`src/rtl/pps_multi_sync.sv`:
```
// Multi-channel PPS synchronizer and monitor: per-channel sync, edge detect, edge counter,
// period measurement and qualification against a runtime nominal period and tolerance.
module pps_multi_sync #(
    parameter int unsigned NUM_CH      = 1,
    parameter int unsigned SYNC_STAGES = 2,
    parameter int unsigned CNT_W       = 32,
    parameter int unsigned EDGE_CNT_W  = 1,
    parameter int unsigned VALID_CNT   = 2
) (
    input  logic                           clk,
    input  logic                           rst_n,
    input  logic [NUM_CH-1:0]              pps_in,
    input  logic [NUM_CH-1:0]              falling_edge,
    input  logic [CNT_W-1:0]               period_nom,
    input  logic [CNT_W-1:0]               period_tol,
    output logic [NUM_CH-1:0]              pps_out,
    output logic [NUM_CH-1:0]              pps_pulse,
    output logic [NUM_CH*EDGE_CNT_W-1:0]   pps_count,
    output logic [NUM_CH*CNT_W-1:0]        period_meas,
    output logic [NUM_CH-1:0]              period_err,
    output logic [NUM_CH-1:0]              pps_lost,
    output logic [NUM_CH-1:0]              pps_valid
);

    localparam int unsigned GW = $clog2(VALID_CNT + 1);
    localparam logic [GW-1:0] GoodMax = GW'(VALID_CNT);

    typedef enum logic [1:0] {StIdle, StMeasure, StTrack} state_e;

    // Bounds are shared by all channels; upper carries one extra bit so nom+tol cannot wrap.
    logic [CNT_W:0]   upper;
    logic [CNT_W-1:0] lower;

    always_comb begin
        upper = {1'b0, period_nom} + {1'b0, period_tol};
        lower = (period_nom >= period_tol) ? (period_nom - period_tol) : '0;
    end

    for (genvar i = 0; i < NUM_CH; i++) begin : g_ch
        logic [SYNC_STAGES-1:0] sync_q;
        logic                   prev_q;
        logic                   pulse_q, pulse_d;
        logic [EDGE_CNT_W-1:0]  ecnt_q;
        logic [CNT_W-1:0]       cnt_q, cnt_d;
        logic [CNT_W-1:0]       meas_q, meas_d;
        logic [GW-1:0]          good_q, good_d;
        logic                   err_q, err_d;
        logic                   lost_q, lost_d;
        logic                   valid_q, valid_d;
        state_e                 state_q, state_d;
        logic                   lvl;
        logic                   in_tol;
        logic                   timeout;

        assign lvl = sync_q[SYNC_STAGES-1];

        always_comb begin
            pulse_d = falling_edge[i] ? (prev_q & ~lvl) : (~prev_q & lvl);
            cnt_d   = pulse_q ? CNT_W'(1) : ((&cnt_q) ? cnt_q : cnt_q + CNT_W'(1));
            in_tol  = ({1'b0, cnt_q} <= upper) && (cnt_q >= lower);
            timeout = {1'b0, cnt_q} > upper;
        end

        always_comb begin
            state_d = state_q;
            good_d  = good_q;
            valid_d = valid_q;
            lost_d  = lost_q;
            err_d   = 1'b0;
            meas_d  = meas_q;
            unique case (state_q)
                StIdle: begin
                    // First edge after idle only restarts measurement; nothing to compare yet.
                    if (pulse_q) begin
                        state_d = StMeasure;
                        lost_d  = 1'b0;
                        good_d  = '0;
                    end
                end
                StMeasure, StTrack: begin
                    if (pulse_q) begin
                        meas_d = cnt_q;
                        if (in_tol) begin
                            if (good_q >= GoodMax - GW'(1)) begin
                                good_d  = GoodMax;
                                valid_d = 1'b1;
                                state_d = StTrack;
                            end else begin
                                good_d = good_q + GW'(1);
                            end
                        end else begin
                            err_d   = 1'b1;
                            good_d  = '0;
                            valid_d = 1'b0;
                            state_d = StMeasure;
                        end
                    end else if (timeout) begin
                        lost_d  = 1'b1;
                        valid_d = 1'b0;
                        good_d  = '0;
                        state_d = StIdle;
                    end
                end
                default: state_d = StIdle;
            endcase
        end

        always_ff @(posedge clk or negedge rst_n) begin
            if (!rst_n) begin
                sync_q  <= '0;
                prev_q  <= 1'b0;
                pulse_q <= 1'b0;
                ecnt_q  <= '0;
                cnt_q   <= '0;
                meas_q  <= '0;
                good_q  <= '0;
                err_q   <= 1'b0;
                lost_q  <= 1'b0;
                valid_q <= 1'b0;
                state_q <= StIdle;
            end else begin
                sync_q  <= {sync_q[SYNC_STAGES-2:0], pps_in[i]};
                prev_q  <= lvl;
                pulse_q <= pulse_d;
                if (pulse_q) begin
                    ecnt_q <= ecnt_q + EDGE_CNT_W'(1);
                end
                cnt_q   <= cnt_d;
                meas_q  <= meas_d;
                good_q  <= good_d;
                err_q   <= err_d;
                lost_q  <= lost_d;
                valid_q <= valid_d;
                state_q <= state_d;
            end
        end

        assign pps_out[i]                              = lvl;
        assign pps_pulse[i]                            = pulse_q;
        assign pps_count[i*EDGE_CNT_W +: EDGE_CNT_W]   = ecnt_q;
        assign period_meas[i*CNT_W +: CNT_W]           = meas_q;
        assign period_err[i]                           = err_q;
        assign pps_lost[i]                             = lost_q;
        assign pps_valid[i]                            = valid_q;
    end

endmodule

```
`config.mk`:
```
export PLATFORM = sky130hd
export DESIGN_NAME = pps_multi_sync
export DESIGN_NICKNAME = d
export VERILOG_FILES = /design/src/rtl/pps_multi_sync.sv
export SDC_FILE = /design/constraint.sdc
export NUM_CORES = 1
export LEC_CHECK = 0
export BUFFER_PORTS_ARGS = -buffer_cell sky130_fd_sc_hd__clkbuf_2
export CAP_MARGIN = 20
export CORE_ASPECT_RATIO = 1.25
export CORE_MARGIN = 4
export CORE_UTILIZATION = 66
export CTS_BUF_LIST = sky130_fd_sc_hd__clkbuf_2
export DETAILED_ROUTE_END_ITERATION = 10
export GPL_ROUTABILITY_DRIVEN = 0
export PLACE_DENSITY = 0.95
export SYNTH_ARGS = -nofsm -noshare
export SYNTH_HDL_FRONTEND = slang
export SYNTH_SLANG_ARGS = --single-unit
```
`constraint.sdc`:
```
create_clock -name clk -period 7.54 [get_ports clk]
set_input_delay 0.754 -clock clk [delete_from_list [all_inputs] [get_ports clk]]
set_output_delay 0.754 -clock clk [all_outputs]
set_load 0.01 [all_outputs]
```
==> summary.txt, run 1 <==
Run status
  • Outcome: finished clean

Synthesis
  • Synthesis-stage register bit count: 76
  • Cells after Synth: 969
  • Dominant synthesized flop cell: dfrtp_1
  • Syn Nets: 1170
  • Post-synth EDFFs: 0
  • Synthesized area: 8100 um^2
  • Yosys warns: 0
  • Yosys cell types: 68
  • Register area share after synthesis: 23.5%
  • Asr flop ratio synth: 100%
  • Synth Area per Inst: 8.36 um^2

Clock tree
  • Hold_buf cts: 0
  • CTS root buf: clkbuf_2
  • Num CTS Buffers: 9
  • # Post-CTS Setup Buffers: 0
  • Htree depth: 3
  • Clk_lat worst skew: 510 ps
  • Clk pin slew, worst setup/hold paths: 200 ps
  • Clk sink count: 76
  • Post-cts sizing count: 0
  • Clock buffer depth: 2
  • CTS tree: built

Flow run
  • Max-cap viol count: 0

STA
  • Final period util: 72.5%
  • Pin slew with the least headroom to its limit: 888 ps
  • Final Hold Fails: 0
  • Fmax achieved: 0.183 GHz
  • Setup TNS: 0 ps
  • Clock skew: 25.0 ps
  • Max_slew headroom: 40.8%
  • Final setup viols: 0
  • Min cycle time layout: 5470 ps
  • Unrepaired setup endpoints after global routing: false
  • Final slew viol count: 0

Place
  • DP Area: 8700 um^2
  • HPWL after DPL: 15500 um
  • Port bufs: 105

Worst setup path
  • Worst path slowest cell: a2111oi_0
  • Cell family with most CP delay: compound AO/OA/AOI/OAI gates
  • Worst Path Buf+Inv: 4
  • Highest cell delay on the worst timing path: 490 ps
  • Worst r2r src: g_ch[0].cnt_q[18]
  • Critical path endpoint category: flip-flop
  • Crit Reg-Reg Endpoint: g_ch[0].cnt_q[23]
  • R2R cell count: 10
  • Critical path type: input pin to flip-flop
  • Startpoint types: input pin
  • Flop2flop setup slack: 4320 ps
  • CP max FO: 20
  • WP data arrival: 5920 ps
  • CP required: 7990 ps

Global routing
  • GRT Overall Usage: 26.7%
  • First-pass GRT wire length: 31700 um
  • Initial antenna violation count: 1
  • Vias in the first global route: 7142
  • Largest net degree at the start of global routing: 77
  • Grt ovf: 0

Final layout
  • Final Cell Area: 8810 um^2
  • Share of post-route cells with drive strength above 1: 16.4%
  • Fin nets: 1251
  • Leading cell types in the layout, fill and taps excluded: ha_1 (131), clkbuf_2 (113), nor2_1 (90)
  • Syn-to-layout area delta: 8.69%
  • Most common cell after layout, fill and taps aside: ha_1

Pwr
  • Worst IR Drop VDD: 0.0975 mV
  • Tot Pwr: 1.28 mW
  • Pwr Density: 145 nW/um^2
  • Pleak: 4.48 nW

Drt
  • Antenna Nets Post-Route: 0
  • Drt total wl: 19100 um
  • Vias per cell: 6.13
  • Initial DRC Count: 469
  • Remaining DRCs: 0
  • Routed vias: 7474
  • Routed length per instance: 15.7 um
  • Drt pass-1 iters: 7

Hold path
  • Worst hold path class: input pin to flip-flop
  • Hold Path End: g_ch[0].sync_q[0]
  • Worst hold start: pps_in
  • WHS Path Cells: 1

Floorplanning
  • Die Y: 132 um
  • Core Region: 12100 um^2
  • Top Ports: 106
  • # rows: 45
  • Initial Util: 66.9%
  • Die ar.: 14100 um^2
  • Die width: 107 um
[flip-flops by register name (all words and copies together) (netlist names)]
name and flops:
pps_valid 1, period_meas 32, pps_lost 1, pps_count 1
g_ch.good_q 2, g_ch.state_q 2, g_ch.prev_q 1, g_ch.cnt_q 32
g_ch.sync_q 2, period_err 1, pps_pulse 1
[layout make-up]
cell class,instances,area (um^2)
repair buffers,109,556
multi-input cells,785,5780
clock buffers,9,45.0
diodes,1,2.50
fillers,895,3300
well taps,164,205
clock inverters,6,56.3
flip-flops and latches,76,1900
inverters,69,259
[logic make-up after synthesis]
kind of cell | count (synthesis) | share of synthesized area [%]
simple gates | 317 | 19.2
compound gates | 220 | 17.9
fa+ha+maj | 133 | 20.7
buf+inv | 108 | 5.22
xor+xnor | 81 | 8.75
flops | 76 | 23.5
mux | 34 | 4.71
[worst register-to-register path: cells and delay by family, from the launching register on]
family	cells	cell delay [ps]
compound gates	1	460
xor+xnor	1	170
flops	1	530
simple gates	8	1950
[cells in the mapped netlist, types with 3 or more instances]
library cell | count | share of area (%)
ha_1 | 131 | 20
nor2_1 | 90 | 4.2
a21oi_1 | 76 | 4.7
dfrtp_1 | 76 | 23
nand2_1 | 73 | 3.4
inv_1 | 69 | 3.2
xnor2_1 | 52 | 5.6
o21ai_0 | 37 | 2.3
mux2_2 | 33 | 4.6
clkbuf_1 | 30 | 1.4
nand3_1 | 29 | 1.8
nand4_1 | 29 | 2.2
xor2_1 | 29 | 3.1
nor3_1 | 24 | 1.5
a21o_1 | 21 | 1.9
o21bai_1 | 19 | 1.8
nor2b_1 | 14 | 1.1
nand2b_1 | 12 | 0.93
a31oi_1 | 9 | 0.69
or3_1 | 9 | 0.69
and3_1 | 8 | 0.62
nor4_1 | 7 | 0.54
a211oi_1 | 5 | 0.46
buf_2 | 5 | 0.31
o31ai_1 | 5 | 0.46
a2111oi_0 | 4 | 0.43
and2_1 | 4 | 0.31
and4_1 | 4 | 0.43
o41ai_1 | 4 | 0.43
or2_2 | 4 | 0.31
a221oi_1 | 3 | 0.32
a31o_2 | 3 | 0.32
o211ai_1 | 3 | 0.28
o22ai_1 | 3 | 0.23
o31a_1 | 3 | 0.32
[routing by layer]
metal  part of all wire [%]  global-route usage, %
met3                    5.7                   3.43
met4                    4.2                   12.2
met5                      0                      0
met1                     42                   33.2
met2                     48                   45.8
[how the worst max path moves through the flow]
stage	start	endpoint	slack [ps]	depth (start not counted)
floorplan	period_tol[5]	g_ch[0].state_q[1]	2350	20
global placement	period_nom[0]	g_ch[0].state_q[1]	1820	25
detailed placement	period_nom[0]	g_ch[0].state_q[1]	1600	25
CTS	period_nom[0]	g_ch[0].state_q[1]	2170	25
global route	period_nom[0]	g_ch[0].state_q[1]	1660	25
finish	period_nom[0]	g_ch[0].state_q[1]	2070	25
[where the power goes]
part	internal (mW)	switching [mW]	total, mW
Clock	0.0722	0.131	0.203
Combinational	0.252	0.343	0.594
Sequential	0.440	0.0397	0.480
Total	0.764	0.514	1.28
[stage by stage]
step	instances	worst slack, ps	hold WS [ps]	util (%)
floorplan	969	2350	331	-
global placement	1203	1820	334	71.9
detailed placement	1203	1600	348	71.9
CTS	1218	2170	283	72.7
global route	1219	1660	289	72.8
finish	1219	2070	339	72.8
Power figures use the tool's default switching activity.
==> inputs of run 2 (changes only) <==
CORE_UTILIZATION = 61   (was 66)
PLACE_DENSITY = 0.92   (was 0.95)
clock period = 5.6 ns   (was 7.54 ns; I/O delays follow)
==> run 2 against run 1 <==
Utilization decreased by 3.1 points. Clock-buffer cell count unchanged. Setup slack got worse by 1600 ps. Die area increased by 7.6%. Largest cell class unchanged. Highest routed layer unchanged.
==> summary.txt, run 2 (same netlist as run 1, synthesis figures left out) <==
Run status
  • Outcome: finished clean

Drt
  • Vias per cell: 6.10 (-0.44%)
  • Routed vias: 7557 (+1.1%)
  • Remaining DRCs: 0 (unchanged)
  • Routed length per instance: 16.2 um (+3.3%)
  • Initial DRC Count: 615 (+31%)
  • Drt pass-1 iters: 7 (unchanged)
  • Drt total wl: 20100 um (+4.9%)
  • Antenna Nets Post-Route: 0 (unchanged)

Floorplanning
  • # rows: 46 (+2.2%)
  • Die Y: 137 um (+3.8%)
  • Die width: 111 um (+3.7%)
  • Top Ports: 106 (unchanged)
  • Die ar.: 15200 um^2 (+7.6%)
  • Initial Util: 63.1% (-3.8 points)
  • Core Region: 12800 um^2 (+6.0%)

Pwr
  • Combinational share of power: 47.2% (+0.7 points)
  • Total net switching power: 708 uW (+38%)
  • Pwr Density: 196 nW/um^2 (+35%)
  • P_int: 1.05 mW (+37%)
  • Sw Ratio: 40.3% (+0.13 points)
  • Clock share of power: 16.0% (about the same)
  • Pleak: 4.56 nW (+1.8%)
  • Sequential Power Share: 36.8% (-0.8 points)
  • Worst IR Drop VDD: 0.132 mV (+35%)

Final layout
  • Fillers: 1010 (+13%)
  • Syn-to-layout area delta: 10.4%
  • # diodes: 0 (-1)
  • Leading cell types in the layout, fill and taps excluded: ha_1 (131), clkbuf_2 (113), nor2_1 (90)
  • Share of post-route cells with drive strength above 1: 17.7% (+1.2 points)
  • Fin nets: 1267 (+1.3%)
  • Most common cell after layout, fill and taps aside: ha_1

STA
  • Unrepaired setup endpoints after global routing: false
  • Final period util: 92.5%
  • Max_slew headroom: 37.8% (-3.0 points)
  • Fmax achieved: 0.193 GHz
  • Pin slew with the least headroom to its limit: 933 ps (+45.2 ps)
  • Final slew viol count: 0 (unchanged)
  • Final Hold Fails: 0 (unchanged)
  • Worst Slack Setup Final: 423 ps (-1650 ps)
  • Clock skew: 21.6 ps (-3.37 ps)
  • Final setup viols: 0 (unchanged)
  • Min cycle time layout: 5180 ps
  • Setup TNS: 0 ps (unchanged)

Worst setup path
  • Critical path endpoint category: flip-flop
  • Crit Reg-Reg Endpoint: g_ch[0].cnt_q[23]
  • Critical path startpoint: period_tol[4]
  • Startpoint types: input pin
  • Flop2flop setup slack: 2520 ps (-1800 ps)
  • Cell family with most CP delay: simple AND/OR/NAND/NOR gates
  • Worst Path Buf+Inv: 2 (-2)
  • CP max FO: 10 (-50%)
  • CP cell instances: clkbuf_2 > inv_1 > ha_1 > or3_1 > o221a_2 > o41a_1 > or4_4 > a31oi_4 > a2111o_2 > o211ai_4 > nor4b_4 > a211oi_2 > ha_1 > nand4_1 > nor2_1 > nand3_1 > or2_2 > nand4_1 > a31oi_1 > o211ai_2 > nand2_1 > or3_1 > o22ai_1
  • Worst r2r src: g_ch[0].cnt_q[18]
  • CP required: 6050 ps (-1940 ps)
  • R2R cell count: 10 (unchanged)
  • Critical path type: input pin to flip-flop
  • Worst path slowest cell: or4_4
  • Highest cell delay on the worst timing path: 470 ps (-20 ps)
  • WP data arrival: 5620 ps (-300 ps)

Place
  • HPWL after DPL: 16300 um (+4.8%)
  • Pre-CTS setup slack: -18.6 ps (-1620 ps)
  • Port bufs: 105 (unchanged)

Clock tree
  • Clock buffer depth: 2 (unchanged)
  • Clk_lat worst skew: 520 ps (about the same)
  • CTS tree: built
  • Htree depth: 3 (unchanged)
  • CTS root buf: clkbuf_2
  • Post-cts sizing count: 0 (unchanged)
  • # Post-CTS Setup Buffers: 0 (unchanged)
  • Clk pin slew, worst setup/hold paths: 190 ps (about the same)
  • Num CTS Buffers: 9 (unchanged)
  • Clk sink count: 76 (unchanged)
  • Hold_buf cts: 0 (unchanged)

Flow run
  • Max-cap viol count: 0 (unchanged)

Hold path
  • Hold Path End: g_ch[0].sync_q[0]
  • Worst hold path class: input pin to flip-flop
  • Worst hold start: pps_in
  • WHS Path Cells: 1 (unchanged)

Global routing
  • Largest net degree at the start of global routing: 77 (unchanged)
  • First-pass GRT wire length: 34000 um (+7.3%)
  • Vias in the first global route: 7483 (+4.8%)
  • Initial antenna violation count: 0 (-1)
  • GRT Overall Usage: 26.5% (-0.27 points)
  • Grt ovf: 0 (unchanged)
## run 2: changes by cell type in the layout (fill, tap and decap cells not counted), sizes merged
| cell | before | now |
|---|---|---|
| buf | 5 | 21 |
| diode | 1 | 0 |
## run 2: metal layers
layer  vias to the layer above  GRT usage (%)  share of wire (%)
li1                       3651              -                  -
met1                      3513           33.3                 41
met2                       325           47.5                 49
met3                        68           2.79                6.5
met4                         0           9.33                3.1
met5                         -              0                  0
## run 2: metrics by stage
step	instance area, um^2	instances	hold slack [ps]	utilization, %	total power [mW]
floorplan	8100	969	264	-	1.23
global placement	8840	1223	337	68.9	1.44
detailed placement	8840	1223	345	68.9	1.48
CTS	8940	1238	126	69.7	1.75
global route	8940	1238	106	69.7	1.90
finish	8940	1238	156	69.7	1.76
## run 2: worst reg2reg max path, delay by kind of cell (launching register included)
kind                      cells  cell delay, ps
and+or+nand+nor               8            1970
DFF                           1             600
xor gates and xnor gates      1             170
AOI/OAI and AO/OA             1             260
## run 2: area by class of cell
| type | instances | area, um^2 | share of cell area, % |
|---|---|---|---|
| inverter | 69 | 259 | 2.90 |
| sequential | 76 | 1900 | 21.3 |
| clock buffer | 9 | 45.0 | 0.504 |
| clock inverter | 6 | 56.3 | 0.630 |
| timing repair buffer | 125 | 688 | 7.69 |
| multi-input combinational | 785 | 5780 | 64.7 |
| tap | 168 | 210 | 2.35 |
## run 2: worst max-delay path by stage
stage / slack (ps) / cells after the start / end
final: 420 / 23 / g_ch[0].state_q[1]
after global routing: 30 / 24 / g_ch[0].state_q[1]
after CTS: 510 / 23 / g_ch[0].state_q[1]
after detailed placement: -20 / 23 / g_ch[0].state_q[1]
after global placement: 110 / 23 / g_ch[0].state_q[0]
after floorplan: 600 / 20 / g_ch[0].state_q[1]
## run 2: power by group through the flow
stage	sequential (mW)	combinational (mW)	clock [mW]
floorplan	0.652	0.575	0
global placement	0.652	0.789	0
detailed placement	0.657	0.819	0
CTS	0.646	0.822	0.284
global route	0.653	0.929	0.315
finish	0.646	0.828	0.281
